--- config.mk ---
export PLATFORM = sky130hd
export DESIGN_NAME = exec_muldiv_unit_flat
export DESIGN_NICKNAME = d
export VERILOG_FILES = /design/src/rtl/exec_muldiv_unit_if.sv /design/src/rtl/exec_muldiv_unit.sv /design/src/flat_wrapper.sv
export SDC_FILE = /design/constraint.sdc
export NUM_CORES = 1
export LEC_CHECK = 0
export ABC_AREA = 1
export CORE_MARGIN = 2
export CORE_UTILIZATION = 55
export DETAILED_ROUTE_END_ITERATION = 16
export PLACE_DENSITY_LB_ADDON = 0.12
export SLEW_MARGIN = 20
export SYNTH_ARGS = -nofsm -noshare
export SYNTH_HDL_FRONTEND = slang
export SYNTH_SLANG_ARGS = --single-unit
--- constraint.sdc ---
create_clock -name clk_i -period 5.5 [get_ports clk_i]
set_input_delay 1.1 -clock clk_i [delete_from_list [all_inputs] [get_ports clk_i]]
set_output_delay 1.1 -clock clk_i [all_outputs]
set_load 0.02 [all_outputs]
--- src/rtl/exec_muldiv_unit_if.sv ---
// Execute-stage handshake between the pipeline control and the multiply/divide unit.
interface exec_muldiv_unit_if #(
    parameter int XLEN = 32
);
    logic            start_i;
    logic [2:0]      op_i;
    logic [XLEN-1:0] a_i;
    logic [XLEN-1:0] b_i;
    logic            kill_i;
    logic            ready_o;
    logic            busy_o;
    logic            done_o;
    logic [XLEN-1:0] result_o;

    modport master (
        output start_i, op_i, a_i, b_i, kill_i,
        input  ready_o, busy_o, done_o, result_o
    );

    modport slave (
        input  start_i, op_i, a_i, b_i, kill_i,
        output ready_o, busy_o, done_o, result_o
    );
endinterface

--- src/rtl/exec_muldiv_unit.sv ---
// Iterative RV32M/RV64M multiply/divide unit: shift-add multiply, restoring divide, signed fix-up.
// Optional single-entry result cache enabled by defining MD_RESULT_CACHE_EN.
module exec_muldiv_unit #(
    parameter int XLEN     = 32,
    parameter int MUL_STEP = 1
) (
    input  logic              clk_i,
    input  logic              rst_i,
    exec_muldiv_unit_if.slave bus
);
    localparam int K  = XLEN / MUL_STEP;
    localparam int PW = XLEN + MUL_STEP;
    localparam int CW = $clog2(XLEN);

    // IDLE wait/accept | MUL shift-add | DIV restoring | FIX sign fix-up | DONE result pulse
    typedef enum logic [2:0] {S_IDLE, S_MUL, S_DIV, S_FIX, S_DONE} state_t;
    state_t r_state, w_next;

    logic [CW-1:0]     r_cnt;
    logic [2*XLEN-1:0] r_acc;
    logic [XLEN-1:0]   r_opb, r_result;
    logic              r_sel_hi, r_is_div, r_neg_s, r_neg_r;

    logic              w_accept, w_is_div, w_sgn_a, w_sgn_b, w_sel_hi;
    logic              w_neg_a, w_neg_b, w_b_zero, w_ovf, w_hit;
    logic [XLEN-1:0]   w_mag_a, w_mag_b, w_hit_res, w_quo, w_rem, w_fix_res;
    logic [PW-1:0]     w_pp, w_msum;
    logic [XLEN+1:0]   w_diff;
    logic [2*XLEN-1:0] w_mul_nxt, w_div_nxt, w_prod, w_fix;
    logic              w_ready, w_busy, w_done;

    assign w_accept = (r_state == S_IDLE) & bus.start_i & ~bus.kill_i;
    assign w_is_div = bus.op_i[2];
    assign w_sgn_a  = (bus.op_i == 3'd1) | (bus.op_i == 3'd2) | (bus.op_i == 3'd4) | (bus.op_i == 3'd6);
    assign w_sgn_b  = (bus.op_i == 3'd1) | (bus.op_i == 3'd4) | (bus.op_i == 3'd6);
    assign w_sel_hi = bus.op_i[2] ? bus.op_i[1] : (bus.op_i != 3'd0);
    assign w_neg_a  = w_sgn_a & bus.a_i[XLEN-1];
    assign w_neg_b  = w_sgn_b & bus.b_i[XLEN-1];
    assign w_mag_a  = w_neg_a ? -bus.a_i : bus.a_i;
    assign w_mag_b  = w_neg_b ? -bus.b_i : bus.b_i;
    assign w_b_zero = (bus.b_i == '0);
    assign w_ovf    = w_sgn_b & (bus.a_i == {1'b1, {(XLEN-1){1'b0}}}) & (&bus.b_i);

    // Low accumulator half holds the multiplier (mul) or dividend/quotient (div).
    assign w_pp      = PW'(r_opb) * PW'(r_acc[MUL_STEP-1:0]);
    assign w_msum    = PW'(r_acc[2*XLEN-1:XLEN]) + w_pp;
    assign w_mul_nxt = {w_msum, r_acc[XLEN-1:MUL_STEP]};

    assign w_diff    = {1'b0, r_acc[2*XLEN-1:XLEN-1]} - {2'b00, r_opb};
    assign w_div_nxt = w_diff[XLEN+1] ? {r_acc[2*XLEN-2:0], 1'b0}
                                      : {w_diff[XLEN-1:0], r_acc[XLEN-2:0], 1'b1};

    assign w_prod    = r_neg_s ? -r_acc : r_acc;
    assign w_quo     = r_neg_s ? -r_acc[XLEN-1:0] : r_acc[XLEN-1:0];
    assign w_rem     = r_neg_r ? -r_acc[2*XLEN-1:XLEN] : r_acc[2*XLEN-1:XLEN];
    assign w_fix     = r_is_div ? {w_rem, w_quo} : w_prod;
    assign w_fix_res = r_sel_hi ? w_fix[2*XLEN-1:XLEN] : w_fix[XLEN-1:0];

`ifdef MD_RESULT_CACHE_EN
    logic              r_c_vld, r_c_div;
    logic [1:0]        r_c_cls, r_cls;
    logic [XLEN-1:0]   r_c_a, r_c_b, r_op_a, r_op_b;
    logic [2*XLEN-1:0] r_c_data;

    assign w_hit = r_c_vld & (r_c_div == w_is_div) & (r_c_cls == {w_sgn_a, w_sgn_b})
                 & (r_c_a == bus.a_i) & (r_c_b == bus.b_i);
    assign w_hit_res = w_sel_hi ? r_c_data[2*XLEN-1:XLEN] : r_c_data[XLEN-1:0];

    always_ff @(posedge clk_i) begin
        if (rst_i) begin
            r_c_vld  <= 1'b0;
            r_c_div  <= 1'b0;
            r_c_cls  <= '0;
            r_c_a    <= '0;
            r_c_b    <= '0;
            r_c_data <= '0;
            r_cls    <= '0;
            r_op_a   <= '0;
            r_op_b   <= '0;
        end else begin
            if (w_accept) begin
                r_op_a <= bus.a_i;
                r_op_b <= bus.b_i;
                r_cls  <= {w_sgn_a, w_sgn_b};
            end
            if ((r_state == S_FIX) && !bus.kill_i) begin
                r_c_vld  <= 1'b1;
                r_c_div  <= r_is_div;
                r_c_cls  <= r_cls;
                r_c_a    <= r_op_a;
                r_c_b    <= r_op_b;
                r_c_data <= w_fix;
            end
        end
    end
`else
    assign w_hit     = 1'b0;
    assign w_hit_res = '0;
`endif

    always_comb begin
        w_next  = r_state;
        w_ready = 1'b0;
        w_busy  = 1'b0;
        w_done  = 1'b0;
        case (r_state)
            S_IDLE: begin
                w_ready = 1'b1;
                w_busy  = w_accept;
                if (w_accept) begin
                    if (w_hit)                              w_next = S_DONE;
                    else if (w_is_div && (w_b_zero || w_ovf)) w_next = S_FIX;
                    else if (w_is_div)                      w_next = S_DIV;
                    else                                    w_next = S_MUL;
                end
            end
            S_MUL, S_DIV: begin
                w_busy = 1'b1;
                if (bus.kill_i)        w_next = S_IDLE;
                else if (r_cnt == '0)  w_next = S_FIX;
            end
            S_FIX: begin
                w_busy = 1'b1;
                w_next = bus.kill_i ? S_IDLE : S_DONE;
            end
            S_DONE: begin
                w_done = 1'b1;
                w_next = S_IDLE;
            end
            default: w_next = S_IDLE;
        endcase
    end

    always_ff @(posedge clk_i) begin
        if (rst_i) begin
            r_state  <= S_IDLE;
            r_cnt    <= '0;
            r_acc    <= '0;
            r_opb    <= '0;
            r_result <= '0;
            r_sel_hi <= 1'b0;
            r_is_div <= 1'b0;
            r_neg_s  <= 1'b0;
            r_neg_r  <= 1'b0;
        end else begin
            r_state <= w_next;
            case (r_state)
                S_IDLE: if (w_accept) begin
                    r_sel_hi <= w_sel_hi;
                    r_is_div <= w_is_div;
                    r_opb    <= w_mag_b;
                    r_cnt    <= w_is_div ? CW'(XLEN-1) : CW'(K-1);
                    if (w_hit) r_result <= w_hit_res;
                    // Special cases preload the final {remainder, quotient} pair.
                    if (w_is_div && w_b_zero) begin
                        r_acc   <= {bus.a_i, {XLEN{1'b1}}};
                        r_neg_s <= 1'b0;
                        r_neg_r <= 1'b0;
                    end else if (w_is_div && w_ovf) begin
                        r_acc   <= {{XLEN{1'b0}}, bus.a_i};
                        r_neg_s <= 1'b0;
                        r_neg_r <= 1'b0;
                    end else begin
                        r_acc   <= {{XLEN{1'b0}}, w_mag_a};
                        r_neg_s <= w_neg_a ^ w_neg_b;
                        r_neg_r <= w_neg_a;
                    end
                end
                S_MUL: begin
                    r_acc <= w_mul_nxt;
                    r_cnt <= r_cnt - CW'(1);
                end
                S_DIV: begin
                    r_acc <= w_div_nxt;
                    r_cnt <= r_cnt - CW'(1);
                end
                S_FIX: if (!bus.kill_i) r_result <= w_fix_res;
                default: ;
            endcase
        end
    end

    assign bus.ready_o  = w_ready;
    assign bus.busy_o   = w_busy;
    assign bus.done_o   = w_done;
    assign bus.result_o = r_result;
endmodule
--- src/flat_wrapper.sv ---
// flat-port wrapper written by rule: the top's interface ports become plain ports
module exec_muldiv_unit_flat 
#(
    parameter int XLEN     = 32,
    parameter int MUL_STEP = 1
)
  (clk_i, rst_i, bus_start_i, bus_op_i, bus_a_i, bus_b_i, bus_kill_i, bus_ready_o, bus_busy_o, bus_done_o, bus_result_o);
  exec_muldiv_unit_if #(.XLEN(XLEN)) bus_i ();
  input  logic clk_i;
  input  logic rst_i;
  input wire logic [$bits(bus_i.start_i)-1:0] bus_start_i;
  input wire logic [$bits(bus_i.op_i)-1:0] bus_op_i;
  input wire logic [$bits(bus_i.a_i)-1:0] bus_a_i;
  input wire logic [$bits(bus_i.b_i)-1:0] bus_b_i;
  input wire logic [$bits(bus_i.kill_i)-1:0] bus_kill_i;
  output wire logic [$bits(bus_i.ready_o)-1:0] bus_ready_o;
  output wire logic [$bits(bus_i.busy_o)-1:0] bus_busy_o;
  output wire logic [$bits(bus_i.done_o)-1:0] bus_done_o;
  output wire logic [$bits(bus_i.result_o)-1:0] bus_result_o;
  assign bus_i.start_i = bus_start_i;
  assign bus_i.op_i = bus_op_i;
  assign bus_i.a_i = bus_a_i;
  assign bus_i.b_i = bus_b_i;
  assign bus_i.kill_i = bus_kill_i;
  assign bus_ready_o = bus_i.ready_o;
  assign bus_busy_o = bus_i.busy_o;
  assign bus_done_o = bus_i.done_o;
  assign bus_result_o = bus_i.result_o;
  exec_muldiv_unit #(.XLEN(XLEN), .MUL_STEP(MUL_STEP)) u_core (.clk_i(clk_i), .rst_i(rst_i), .bus(bus_i));
endmodule
==> results.json <==
{
  "syn_avg_cell_area_um2": 5.35,
  "vias": 21545,
  "drive_above_1_share_pct": 2.84,
  "fin_worst_skew_ns": 0.0102,
  "synth_top_family_by_area": "simple AND/OR/NAND/NOR gates",
  "status": "complete, no violations",
  "dp_hpwl_mm": 56.5,
  "postCtsSetupBuffers": 0,
  "hold_viol_final": 0,
  "cts.clk_slew.worst_paths_ns": 0.07,
  "cp_max_fo": 46,
  "hp-class": "reg2reg",
  "top_usage_layer": "met2",
  "ant_nets": 0,
  "power_leakage_nw": 9.36,
  "ys_warn_count": 0,
  "cts_tree": "yes",
  "critPathLaunchType": "input pin",
  "p_total_mw": 10.1,
  "grtUsageMet3_pct": 11.7,
  "powerDensity_nw_per_um2": 548,
  "timing.final.crit_share_pct": 69.9,
  "fin_tns_setup_ns": 0,
  "avgRoutedWirePerCell_um": 20.2,
  "path_class": "in2reg",
  "ys_ff_latch": 140,
  "start_util_pct": 55.8,
  "min_to": "u_core.r_cnt[4]",
  "ctsHoldBuffers": 0,
  "synthArstFlopShare_pct": 0,
  "clock_sinks": 140,
  "syn-num-nets": 3224,
  "ys_top_cells_by_area": "nand2_1, dfxtp_1, inv_1, nor2_1, nand3_1",
  "clockBufferDepth": 2,
  "syn_area_um2": 16500,
  "setup_viol": 0,
  "layout.nets": 3263,
  "drc": 0,
  "synth_common_cells": "nand2_1, inv_1, nor2_1, nand3_1, o21ai_0",
  "synth_compound_area_share_pct": 18.6,
  "slew_viol_final": 0,
  "core-area_um2": 29600,
  "ys_seq_area_share_pct": 17.0,
  "rr_startpoint": "u_core.r_acc[0]",
  "grt_use_met1_pct": 60.5,
  "grt_pass1_vias": 19484,
  "crit_path_end_kind": "register",
  "ff2ff_path_depth": 20,
  "critPathArrivalTime_ns": 4.11,
  "portBuffers": 105,
  "holdCritStartpoint": "u_core.r_cnt[4]",
  "area_growth_pct": 11.2,
  "synthSimpleGateAreaFrac_pct": 42.3,
  "cts-root-buf": "clkbuf_16",
  "rows": 63,
  "worstPathRequired_ns": 5.77,
  "routed_wl_mm": 71.2,
  "die_area_um2": 31400,
  "yosys.area_share.adder_pct": 5.63,
  "grt-ovfl-total": 0,
  "netlist_instances": 3080,
  "max-slew-margin-rel_pct": 30.5,
  "insertion_delay_ns": 0.44,
  "synth_flop_cell": "dfxtp_1",
  "crit_family": "buffers and inverters",
  "slowest_stage": "inv_2",
  "synth.distinct_cells": 53,
  "cp.buffers_inverters": 3,
  "cts_buffers": 17,
  "fmax_ghz": 0.260,
  "max_stage_delay_ns": 0.73,
  "hold_depth": 2,
  "ctsResizeCount": 0,
  "synth_mux_area_share_pct": 0,
  "drt-initial-drc-count": 3206,
  "min_period_ns": 3.84,
  "r2r-end": "u_core.r_acc[61]",
  "synth.most_common_cell": "nand2_1",
  "grt_max_degree": 82,
  "fin_hold_ws_ns": 0.491,
  "cts-htree-levels": 4,
  "path_cells": "clkdlybuf4s50_1 -> inv_2 -> a21oi_1 -> a21boi_1 -> nand2_1 -> inv_2 -> nand2_1 -> a31oi_1 -> a211oi_1",
  "synth_edf_count": 0,
  "grt_pass1_wl_mm": 109,
  "synth_xor_area_share_pct": 2.87,
  "io_pins": 106,
  "antenna_found_initial": 4,
  "maxCapViolCount": 0,
  "track_usage_pct": 45.1,
  "rsz0062_at_grt": "false",
  "synth_top_area_share_pct": 19.9,
  "use_met2_pct": 65.9,
  "synth.largest_area_cell": "nand2_1",
  "tightest_slew_ns": 1.03,
  "die_w_um": 177,
  "first_pass_iters": 6,
  "die_h_um": 177,
  "vias_per_cell": 6.11,
  "ff2ff_setup_slack_ns": 1.85,
  "gp_congestion": 1.13,
  "vdd_ir_drop_max_mv": 0.618
}
how the worst max path moves through the flow:
| stage | from | end | slack, ns | depth (start not counted) |
|---|---|---|---|---|
| CTS | bus_op_i[2] | u_core.r_neg_s | 1.87 | 9 |
| global placement | bus_op_i[2] | u_core.r_neg_s | 1.46 | 8 |
| floorplan | bus_kill_i | bus_busy_o | 2.51 | 4 |
| finish | bus_op_i[2] | u_core.r_neg_s | 1.66 | 9 |
| global route | bus_op_i[2] | u_core.r_acc[1] | 1.50 | 12 |
| detailed placement | bus_op_i[2] | u_core.r_neg_s | 1.42 | 9 |
worst reg2reg max path, cell delays in order (launching register included):
cell and delay, ns:
dfxtp_1 0.47, buf_4 0.39, nand2_1 0.10, inv_1 0.09
ha_1 0.22, inv_1 0.07, fa_1 0.39, inv_1 0.10
nand2_1 0.07, o21ai_0 0.54, nand2_1 0.11, nand2_1 0.16
nand2_1 0.09, nand2_1 0.18, nand2_1 0.12, nand2_1 0.08
nand2_1 0.05, nand3_1 0.06, nand3_1 0.12, nand2_1 0.10
inv_1 0.04
through the flow:
step	instances	cell area (µm²)	util [%]	setup WS, ns
2_1_floorplan	3080	16500	-	2.51
5_1_grt	3522	18300	62.0	1.50
6_report	3524	18300	62.0	1.66
3_5_place_dp	3490	17700	59.9	1.42
4_1_cts	3522	18300	62.0	1.87
3_3_place_gp	3490	17700	59.9	1.46
sequential cells by signal (all words and copies together), names as in the netlist:
signal / count
u_core.r_state: 3
u_core.r_neg_s: 1
u_core.r_is_div: 1
u_core.r_cnt: 5
u_core.r_acc: 64
u_core.bus.result_o: 32
u_core.r_sel_hi: 1
u_core.r_neg_r: 1
u_core.r_opb: 32
final cells by class:
class | instances | area, µm²
inverters | 483 | 1810
repair buffers | 118 | 1150
flip-flops and latches | 140 | 2800
clock buffers | 17 | 425
fillers | 2999 | 11200
clock inverters | 15 | 191
well taps | 390 | 488
multi-input cells | 2359 | 11500
diodes | 2 | 5.00
per-layer routing:
layer | vias to the layer above | part of all wire [%] | routed length, µm
li1 | 10027 | - | -
met1 | 9624 | 40 | 28300
met2 | 1569 | 40 | 28700
met3 | 323 | 13 | 9560
met4 | 2 | 6.5 | 4640
met5 | - | 0.017 | 12
kinds of logic after synthesis:
kind of cell,Yosys count
buffers and inverters,581
and+or+nand+nor,1667
AOI/OAI and AO/OA,565
xor gates and xnor gates,54
adders and majority gates,73
DFF,140
where the power goes:
group	total [mW]	leakage, nW	switching [mW]	internal, mW
Combinational	7.02	7.90	4.95	2.06
Clock	1.27	0.305	0.570	0.696
Sequential	1.77	1.15	0.504	1.27
Total	10.1	9.36	6.03	4.03
layout by cell type, fill, tap and decap left out, drive strengths merged, types with 9 or more instances in the layout:
master         count
nand2            876
inv              492
nor2             383
nand3            275
o21ai            275
a21oi            211
dfxtp            140
clkdlybuf4s50    105
ha                71
nand4             49
xor2              48
nor3              44
a221oi            27
clkbuf            17
nand3b            16
a31oi             16
buf               13
o211ai            11
or2               10
o21bai             9
Note: power is estimated with default switching activity, not from simulation.
